**src/rtl/fifo_rd_serializer.sv**
```systemverilog
// Pops DATA_WIDTH words from a sync_fifo master port and streams each one out
// as DATA_WIDTH/OUT_WIDTH narrow beats on a valid/ready interface.
module fifo_rd_serializer #(
    parameter int DATA_WIDTH = 32,
    parameter int OUT_WIDTH  = 8,
    parameter bit MSB_FIRST  = 1'b0
) (
    input  logic                  i_clk,
    input  logic                  i_rst_n,
    input  logic                  i_valid_m,
    output logic                  o_ready_m,
    input  logic [DATA_WIDTH-1:0] i_datain,
    output logic                  o_valid,
    input  logic                  i_ready,
    output logic [OUT_WIDTH-1:0]  o_dataout,
    output logic                  o_first,
    output logic                  o_last,
    output logic                  o_idle
);

    localparam int RATIO = DATA_WIDTH / OUT_WIDTH;
    localparam int CNT_W = (RATIO < 2) ? 1 : $clog2(RATIO);
    localparam logic [CNT_W-1:0] LAST_CNT = CNT_W'(RATIO - 1);

    if ((DATA_WIDTH % OUT_WIDTH) != 0 || RATIO < 2) begin : g_bad_params
        $error("fifo_rd_serializer: DATA_WIDTH must be a multiple of OUT_WIDTH with ratio >= 2");
    end

    typedef enum logic {
        IDLE,
        SHIFT
    } state_t;

    state_t                state;
    logic [CNT_W-1:0]      cnt;
    logic [DATA_WIDTH-1:0] word;
    logic [CNT_W-1:0]      slice_idx;
    logic [OUT_WIDTH-1:0]  beat;
    logic                  at_last;

    assign at_last = (cnt == LAST_CNT);

    always_ff @(posedge i_clk or negedge i_rst_n) begin
        if (!i_rst_n) begin
            state <= IDLE;
            cnt   <= '0;
            word  <= '0;
        end else begin
            case (state)
                IDLE: begin
                    if (i_valid_m) begin
                        word  <= i_datain;
                        cnt   <= '0;
                        state <= SHIFT;
                    end
                end
                SHIFT: begin
                    if (i_ready) begin
                        if (!at_last) begin
                            cnt <= cnt + 1'b1;
                        end else if (i_valid_m) begin
                            // last beat accepted and next word ready: reload with no bubble
                            word <= i_datain;
                            cnt  <= '0;
                        end else begin
                            cnt   <= '0;
                            state <= IDLE;
                        end
                    end
                end
                default: begin
                    state <= IDLE;
                    cnt   <= '0;
                end
            endcase
        end
    end

    assign slice_idx = MSB_FIRST ? (LAST_CNT - cnt) : cnt;

    always_comb begin
        beat = '0;
        for (int unsigned i = 0; i < RATIO; i++) begin
            if (32'(slice_idx) == i) begin
                beat = word[i*OUT_WIDTH +: OUT_WIDTH];
            end
        end
    end

    assign o_valid   = (state == SHIFT);
    assign o_idle    = (state == IDLE);
    assign o_dataout = o_valid ? beat : '0;
    assign o_first   = o_valid && (cnt == '0);
    assign o_last    = o_valid && at_last;
    // pop only when the current word is finished in this very cycle, so the head is never dropped
    assign o_ready_m = o_idle || (o_valid && at_last && i_ready);

endmodule

```
**config.mk**
```make
export PLATFORM = sky130hd
export DESIGN_NAME = fifo_rd_serializer
export DESIGN_NICKNAME = d
export VERILOG_FILES = /design/src/rtl/fifo_rd_serializer.sv
export SDC_FILE = /design/constraint.sdc
export NUM_CORES = 1
export LEC_CHECK = 0
export ABC_CLOCK_PERIOD_IN_PS = 3100
export BUFFER_PORTS_ARGS = -buffer_cell sky130_fd_sc_hd__buf_4
export CORE_MARGIN = 8
export CORE_UTILIZATION = 56
export DETAILED_ROUTE_END_ITERATION = 10
export PLACE_DENSITY_LB_ADDON = 0.25
export SYNTH_ARGS = -nofsm -noshare
export SYNTH_HDL_FRONTEND = slang
export SYNTH_SLANG_ARGS = --single-unit
export TNS_END_PERCENT = 5
```
**constraint.sdc**
```tcl
create_clock -name i_clk -period 3.1 [get_ports i_clk]
set_clock_uncertainty 0.05 [all_clocks]
set_input_delay 0 -clock i_clk [delete_from_list [all_inputs] [get_ports i_clk]]
set_output_delay 0 -clock i_clk [all_outputs]
set_load 0.01 [all_outputs]
```
==> results.cfg, run 1 <==
[sta]
hold_viol = 0
drv_slew = 0
post-route-min-period_ns = 2.24
fin_tns_setup_ns = 0
rsz0062_at_grt = false
setup_ws_ns = 0.856
setup_viol = 0
holdWs_ns = 0.0888
fin_crit_sh = 0.724
max_freq_mhz = 446
tightest_slew_ns = 0.503
relSlewSlack = 0.664

[floorplanning]
io_pins = 49
die_w_um = 72.6
chipHeight_um = 72.6
coreArea_sq_mm = 0.00305
rows = 20
die_area_sq_mm = 0.00527
start_util = 0.588

[synth]
synth_fp_nets = 167
ys_warn_count = 0
syn_area_sq_mm = 0.00179
yosysTopAreaCell = dfrtp_1
synth_top_area_frac = 0.488
seq_area_frac_synth = 0.488
yosys-top-cells-area = dfrtp_1, mux2_4, a221oi_1
ys_ff_latch = 35
synthCells = 127
yosysUniqueCellTypes = 22
syn_area_per_cell_sq_um = 14.1

[power_and_ir_drop]
peakVddDrop_mv = 0.497
power_switching_uw = 819
p_per_area_mw_per_mm2 = 913
power.share.clock = 0.124
power_frac_seq = 0.367
combPwrFrac = 0.510
p_int_mw = 1.50
cellLeakagePower_nw = 1.27
sw_frac_of_total = 0.353

[status]
status = completed

[place]
place_area_sq_mm = 0.00212
gp_congestion = 0.733
pre_cts_ws_ns = 1.30
dp_hpwl_um = 3020
port_buffers = 48

[global_route]
antenna_found_initial = 1
grt_max_degree = 36
grt_pass1_wl_um = 7940
track_usage = 0.197
grt_pass1_vias = 1586
grt_overflow_total = 0

[setup_path]
crit_buf_inv = 2
cp-start-kind = flip-flop
crit_slowest_cell = nor2b_1
reg2reg_from = cnt[0]$_DFFE_PN0P_
crit_path_max_fanout = 10
crit_path_max_incr_delay_ns = 0.44
cp.arrival_ns = 2.19
worst_ep_required_time_ns = 3.05
end_kind = output port
crit_start = cnt[1]$_DFFE_PN0P_
crit_chain = inv_1 -> ha_1 -> nor2b_1 -> a221oi_1 -> o21ai_0 -> buf_4
crit_type = reg -> out
path_delay_family = compound AO/OA/AOI/OAI gates

[routing]
totalWireLength_um = 4890
dr_total_vias = 1397
wl_per_cell_um = 19.2
drtIter0Drc = 96
dr.pass1.iters = 4
via_per_inst = 5.48
drc = 0
drtAntennaViolNets = 0

[clock_network]
cts_buffer_depth = 2
root_buffer = clkbuf_4
cts_buffers = 5
numClockSinks = 35
cts_tree = built
cts_resized = 0
path_clk_slew_ns = 0.11
post_cts_buffers = 0
htree_levels = 2
insertion_delay_ns = 0.34

[cells_and_area]
layout-drive-gt1-share = 0.433
final_cell_mix = buf_4, dfrtp_1, dlygate4sd3_1
num-nets-final = 249
stdcell_area_sq_mm = 0.00254
mostFrequentLayoutCell = buf_4
areaGrowthSynthToFinish_pct = 41.8

[min_path]
hold_path.class = in -> async

[run]
drv_cap = 0
## power groups by stage
| stage | clock network [mW] | registers (mW) | logic [mW] |
|---|---|---|---|
| after floorplan | 0 | 0.783 | 0.801 |
| after global placement | 0 | 0.836 | 1.09 |
| after detailed placement | 0 | 0.845 | 1.13 |
| after CTS | 0.290 | 0.841 | 1.18 |
| after global routing | 0.311 | 0.870 | 1.27 |
| final | 0.287 | 0.851 | 1.18 |
## layout make-up
type / instances / area, sq um
multi-input combinational: 80 / 816
fill: 177 / 509
timing repair buffer: 83 / 711
clock buffer: 8 / 68.8
tap: 44 / 55.1
inverter: 4 / 15.0
sequential: 35 / 876
antenna: 1 / 2.50
## path summary, 6_finish.rpt
path | endpoint | slack, ns | cells after the start
worst max-delay path | o_dataout[3] | 0.86 | 6
worst min-delay path | word[24]$_DFFE_PN0P_ | 0.09 | 2
worst max register to register | word[6]$_DFFE_PN0P_ | 1.28 | 4
worst min register to register | word[22]$_DFFE_PN0P_ | 0.47 | 1
max in group asynchronous | word[31]$_DFFE_PN0P_ | 2.59 | 2
min in group i_clk | word[10]$_DFFE_PN0P_ | 0.38 | 3
## registers in the layout, indices dropped and copies added (netlist names)
| signal | flops |
|---|---|
| cnt | 2 |
| o_valid | 1 |
| word | 32 |
## routing by layer
layer  up-vias  wire, um  global-route usage
met3        19       295              0.0632
met5         -         0                   0
met2        64      2540               0.338
met4         0       236               0.118
li1        620         -                   -
met1       694      1810               0.205
## through the flow
| step | std cells | total power [mW] | utilization |
|---|---|---|---|
| global placement | 211 | 1.92 | 0.695 |
| global route | 255 | 2.45 | 0.833 |
| floorplan | 127 | 1.58 | - |
| CTS | 254 | 2.31 | 0.832 |
| detailed placement | 211 | 1.97 | 0.695 |
| finish | 255 | 2.32 | 0.833 |
## logic make-up after synthesis
family	Yosys count	synth area share
DFF	35	0.488
and+or+nand+nor	16	0.0537
muxes	33	0.269
adders and majority gates	4	0.0279
AOI/OAI and AO/OA	27	0.104
buffers and inverters	12	0.0572
## cells in the mapped netlist
master / number
a21bo_4: 1
mux2i_1: 1
buf_12: 3
nand2_8: 1
mux2_2: 2
ha_1: 4
and2_2: 2
nand3_1: 1
o21ai_0: 12
nor2b_1: 3
clkbuf_1: 3
buf_6: 1
a221oi_1: 8
nand2_1: 7
buf_2: 1
a32o_1: 2
dfrtp_1: 35
o21ai_1: 4
inv_1: 4
or2b_1: 1
nor2_1: 1
mux2_4: 30
## repair_timing
action | in CTS | in global routing
hold buffers | 35 | 0
endpoints found under the hold margin | 70 | 0
setup endpoints to repair | 0 | 0
Power figures use the tool's default switching activity.
==> inputs of run 2 (changes only) <==
- ABC_CLOCK_PERIOD_IN_PS: 3100 -> 1800
- CORE_UTILIZATION: 56 -> 47
- clock period: 3.1 -> 1.8 ns (I/O delays scaled with it)
==> run 2 against run 1 <==
Against the previous run:
- combinational power is 97% higher
- sequential share of layout area is 2.4 points lower
- sequential power rose by 74%
- final area up 7.8%
- core utilization shrank 8.4 points
- clock power is 80% higher
- non-clock buffer count is 10 higher
- cell count rose by 4.3%
- die area up 15%
- critical path depth is the same
- count of clock-buffer cells in the layout fell by 2
- via count fell by 1.6%
- largest cell class is now multi-input gates
- largest power group unchanged
==> results.cfg, run 2 (synthesis gave the netlist of run 1 again) <==
[power_and_ir_drop]
cellLeakagePower_nw = 1.35
peakVddDrop_mv = 0.800
p_per_area_mw_per_mm2 = 1570
power_mw = 4.31

[place]
pre_cts_ws_ns = 0.0774
gp_congestion = 0.771
dp_hpwl_um = 3140
port_buffers = 48

[sta]
tightest_slew_ns = 0.448
setup_viol = 0
post-route-min-period_ns = 1.78
fin_tns_setup_ns = 0
fin_crit_sh = 0.989
rsz0062_at_grt = true
setup_ws_ns = 0.0196
drv_slew = 0
holdWs_ns = 0.150
hold_viol = 0
relSlewSlack = 0.701
max_freq_mhz = 562

[cells_and_area]
seq_area_sq_um = 877
multi_input_area_sq_um = 886
antenna_cells = 0
largest_register = word
mostFrequentLayoutCell = buf_4
fillers = 228
layout-drive-gt1-share = 0.514
num-nets-final = 259
final_cell_mix = buf_4, dlygate4sd3_1, dfrtp_1
largest_reg_flops = 32
areaGrowthSynthToFinish_pct = 52.8

[routing]
dr.pass1.iters = 6
via_per_inst = 5.17
drtAntennaViolNets = 0
dr_total_vias = 1374
wl_per_cell_um = 17.5
totalWireLength_um = 4660
drtIter0Drc = 64
drc = 0

[floorplanning]
rows = 22
die_area_sq_mm = 0.00605
die_w_um = 77.8
coreArea_sq_mm = 0.00366
start_util = 0.490
io_pins = 49
chipHeight_um = 77.8

[global_route]
antenna_found_initial = 0
track_usage = 0.160
grt_overflow_total = 0
grt_pass1_wl_um = 7740
grt_pass1_vias = 1569
grt_max_degree = 36

[setup_path]
crit_end = word[17]$_DFFE_PN0P_
reg2reg_from = cnt[0]$_DFFE_PN0P_
reg2reg_to = word[17]$_DFFE_PN0P_
crit_type = reg -> reg
cp-start-kind = flip-flop
worst_ep_required_time_ns = 1.92
end_kind = flip-flop
crit_start = cnt[0]$_DFFE_PN0P_
crit_path_max_fanout = 11
r2r_slack_ns = 0.02
cp.arrival_ns = 1.90
ff2ff_path_depth = 6

[run]
drv_cap = 0

[clock_network]
cts_buffer_depth = 2
path_clk_slew_ns = 0.06
insertion_delay_ns = 0.28
root_buffer = clkbuf_8
numClockSinks = 35
htree_levels = 2
cts_tree = built
cts_buffers = 5

[status]
status = completed

[min_path]
hold_path.class = in -> async
run 2: through the flow:
step	util	area [sq um]	cells
after CTS	0.733	2680	264
after global placement	0.608	2220	223
after detailed placement	0.608	2220	223
after floorplan	-	1790	127
after global routing	0.749	2740	266
final	0.749	2740	266
run 2: final cells by class:
cell class	count	area share
multi-input combinational	80	0.323
timing repair buffer	93	0.303
inverter	4	0.00548
sequential	35	0.320
clock buffer	6	0.0265
tap	48	0.0219
run 2: repair_timing:
item,CTS,global route
buffers inserted,0,2
endpoints found under the hold margin,70,0
pin swaps,0,5
gates cloned,0,0
hold buffers,35,0
endpoints found under the setup margin,8,8
resized for setup,12,11
run 2: critical path: stages (launching register included):
cell,delay (ns)
dfrtp_2,0.45
ha_2,0.19
buf_4,0.13
a21bo_4,0.23
nand2_8,0.14
buf_12,0.16
mux2_4,0.30
run 2: worst min path at each step:
stage | start | to | cells after the start
after floorplan | i_rst_n | cnt[0]$_DFFE_PN0P_ | 0
after global placement | i_rst_n | word[9]$_DFFE_PN0P_ | 1
after detailed placement | i_rst_n | word[8]$_DFFE_PN0P_ | 1
after CTS | i_rst_n | word[0]$_DFFE_PN0P_ | 2
after global routing | i_rst_n | word[0]$_DFFE_PN0P_ | 2
final | i_rst_n | word[8]$_DFFE_PN0P_ | 2
run 2: metal layers:
layer / share of wire / track usage / wire length [um]
met2: 0.52 / 0.275 / 2420
met3: 0.059 / 0.0622 / 273
met1: 0.40 / 0.178 / 1890
met4: 0.017 / 0.0491 / 80
met5: 0 / 0 / 0
run 2: power by group:
group | switching [mW] | internal (mW) | total [mW]
combinational | 0.916 | 1.40 | 2.32
clock | 0.259 | 0.258 | 0.516
sequential | 0.294 | 1.18 | 1.48
==> inputs of run 3 (changes only) <==
- ABC_CLOCK_PERIOD_IN_PS: 1800 -> not set
- BUFFER_PORTS_ARGS: -buffer_cell sky130_fd_sc_hd__buf_4 -> not set
- CORE_UTILIZATION: 47 -> 56
- DONT_BUFFER_PORTS: not set -> 1
- GPL_TIMING_DRIVEN: not set -> 0
==> run 3 against run 2 <==
Against the previous run:
- the flow now finishes with violations (setup timing)
- global-route usage rose by 3.0 points
- power rose by 4.1%
- worst setup slack got worse by 0.023 ns
- count of clock-buffer cells in the layout fell by 1
- core utilization rose by 8.5 points
- critical path depth did not move
- register-to-register slack improved by 0.06 ns
- worst hold slack got worse by 0.13 ns
- critical endpoint is now o_dataout[4]
- largest power group unchanged
- highest routed layer unchanged
==> results.cfg, run 3 (synthesis gave the netlist of run 1 again) <==
[routing]
drtAntennaViolNets = 0
drtIter0Drc = 59
dr.pass1.iters = 4
via_per_inst = 5.51
wl_per_cell_um = 22.9
totalWireLength_um = 5030
dr_total_vias = 1213
drc = 0

[setup_path]
worst_ep_required_time_ns = 1.75
crit_type = reg -> out
crit_path_max_fanout = 6
cp.arrival_ns = 1.75
end_kind = output port
crit_path_max_incr_delay_ns = 0.43
crit_slowest_cell = dfrtp_1
crit_chain = inv_2 -> ha_4 -> nor2b_4 -> buf_12 -> a221oi_4 -> o21ai_2
cp-start-kind = flip-flop

[global_route]
grt_pass1_vias = 1401
antenna_found_initial = 0
grt_overflow_total = 0
grt_max_degree = 36
track_usage = 0.190
grt_pass1_wl_um = 7480

[clock_network]
path_clk_slew_ns = 0.10
insertion_delay_ns = 0.34
htree_levels = 2
root_buffer = clkbuf_4
numClockSinks = 35
cts_buffers = 5
cts_buffer_depth = 2
cts_tree = built

[power_and_ir_drop]
p_per_area_mw_per_mm2 = 1760
peakVddDrop_mv = 1.04
cellLeakagePower_nw = 1.17

[cells_and_area]
antenna_cells = 0
num-nets-final = 215
largest_register = word
layout-drive-gt1-share = 0.477
largest_reg_flops = 32
final_cell_mix = dlygate4sd3_1, dfrtp_1, mux2_4
areaGrowthSynthToFinish_pct = 41.8
finish.utilization = 0.834
fin_cells = 220
mostFrequentLayoutCell = dlygate4sd3_1

[floorplanning]
io_pins = 49
die_w_um = 72.6
coreArea_sq_mm = 0.00305
start_util = 0.588
chipHeight_um = 72.6
rows = 20
die_area_sq_mm = 0.00527

[sta]
post-route-min-period_ns = 1.80
rsz0062_at_grt = true
hold_viol = 0
tightest_slew_ns = 0.283
drv_slew = 0
fin_crit_sh = 1.00
setup_ws_ns = -0.00329
max_freq_mhz = 555
setup_viol = 1
holdWs_ns = 0.0230
relSlewSlack = 0.809

[place]
port_buffers = 0
pre_cts_ws_ns = -0.0134
gp_congestion = 0.750
dp_cells = 171
dp_hpwl_um = 2860

[status]
violations = setup timing
status = finished, violations left

[run]
drv_cap = 0

[min_path]
hold_path.class = in -> reg
-- run 3: cell count changes in the layout (fill, tap and decap cells not counted), moves of 2 or more --
| cell | change |
|---|---|
| buf_4 | -47 |
| o21ai_2 | +8 |
| a221oi_4 | +6 |
| clkbuf_4 | +5 |
| clkbuf_8 | -5 |
| o21ai_1 | -5 |
| a221oi_1 | -4 |
| clkinv_2 | +3 |
| o21ai_0 | -3 |
| a221oi_2 | -2 |
| buf_12 | +2 |
-- run 3: final cells by class --
cell class                      count  area (sq um)
Buffer                              5          76.3
Clock buffer                        5          37.5
Clock inverter                      3          15.0
Fill cell                         175           508
Inverter                            4          18.8
Multi-Input combinational cell     80          1020
Sequential cell                    35           877
Tap cell                           44          55.1
Timing Repair Buffer               44           447
-- run 3: per-stage QoR --
step                      setup TNS, ns  area, sq um  total power [mW]
final                          -0.00329         2540              4.49
after CTS                       -0.0354         2480              4.22
after global routing             -0.251         2540              4.70
after global placement                0         1850              3.01
after detailed placement        -0.0222         1850              3.08
after floorplan                       0         1790              2.73
-- run 3: per-layer routing --
layer,GRT usage,share of wire,vias up
met1,0.209,0.39,608
met3,0.0604,0.047,13
met5,0,0,-
met2,0.325,0.54,36
li1,-,-,556
met4,0.0844,0.026,0
-- run 3: critical path: cells and delay by family (launching register included) --
kind            cells  cell delay (ns)
flops               1             0.43
buf+inv             2             0.24
fa+ha+maj           1             0.18
simple gates        1             0.14
compound gates      2             0.43
-- run 3: power by group --
group | internal (mW) | total [mW] | leakage, nW | switching (mW)
logic | 1.39 | 2.53 | 0.722 | 1.14
clock network | 0.145 | 0.421 | 0.0347 | 0.276
registers | 1.18 | 1.54 | 0.416 | 0.363
total | 2.71 | 4.49 | 1.17 | 1.78
-- run 3: repair_timing --
item / 4_1_cts / 5_1_grt
setup endpoints to repair: 8 / 38
gates resized for setup: 37 / 14
hold buffers: 36 / 0
pin swaps: 11 / 4
endpoints found under the hold margin: 70 / 0
buffers inserted: 4 / 4
-- run 3: path summary, 6_finish.rpt --
check | startpoint | endpoint | slack, ns | depth (start not counted)
worst max-delay path | cnt[1]$_DFFE_PN0P_ | o_dataout[4] | -0.003 | 6
worst min-delay path | i_ready | o_valid$_DFF_PN0_ | 0.02 | 2
worst max register to register | cnt[0]$_DFFE_PN0P_ | word[28]$_DFFE_PN0P_ | 0.08 | 5
worst min register to register | word[6]$_DFFE_PN0P_ | word[6]$_DFFE_PN0P_ | 0.47 | 1
max in group asynchronous | i_rst_n | cnt[0]$_DFFE_PN0P_ | 1.45 | 2
min in group asynchronous | i_rst_n | word[3]$_DFFE_PN0P_ | 0.04 | 2
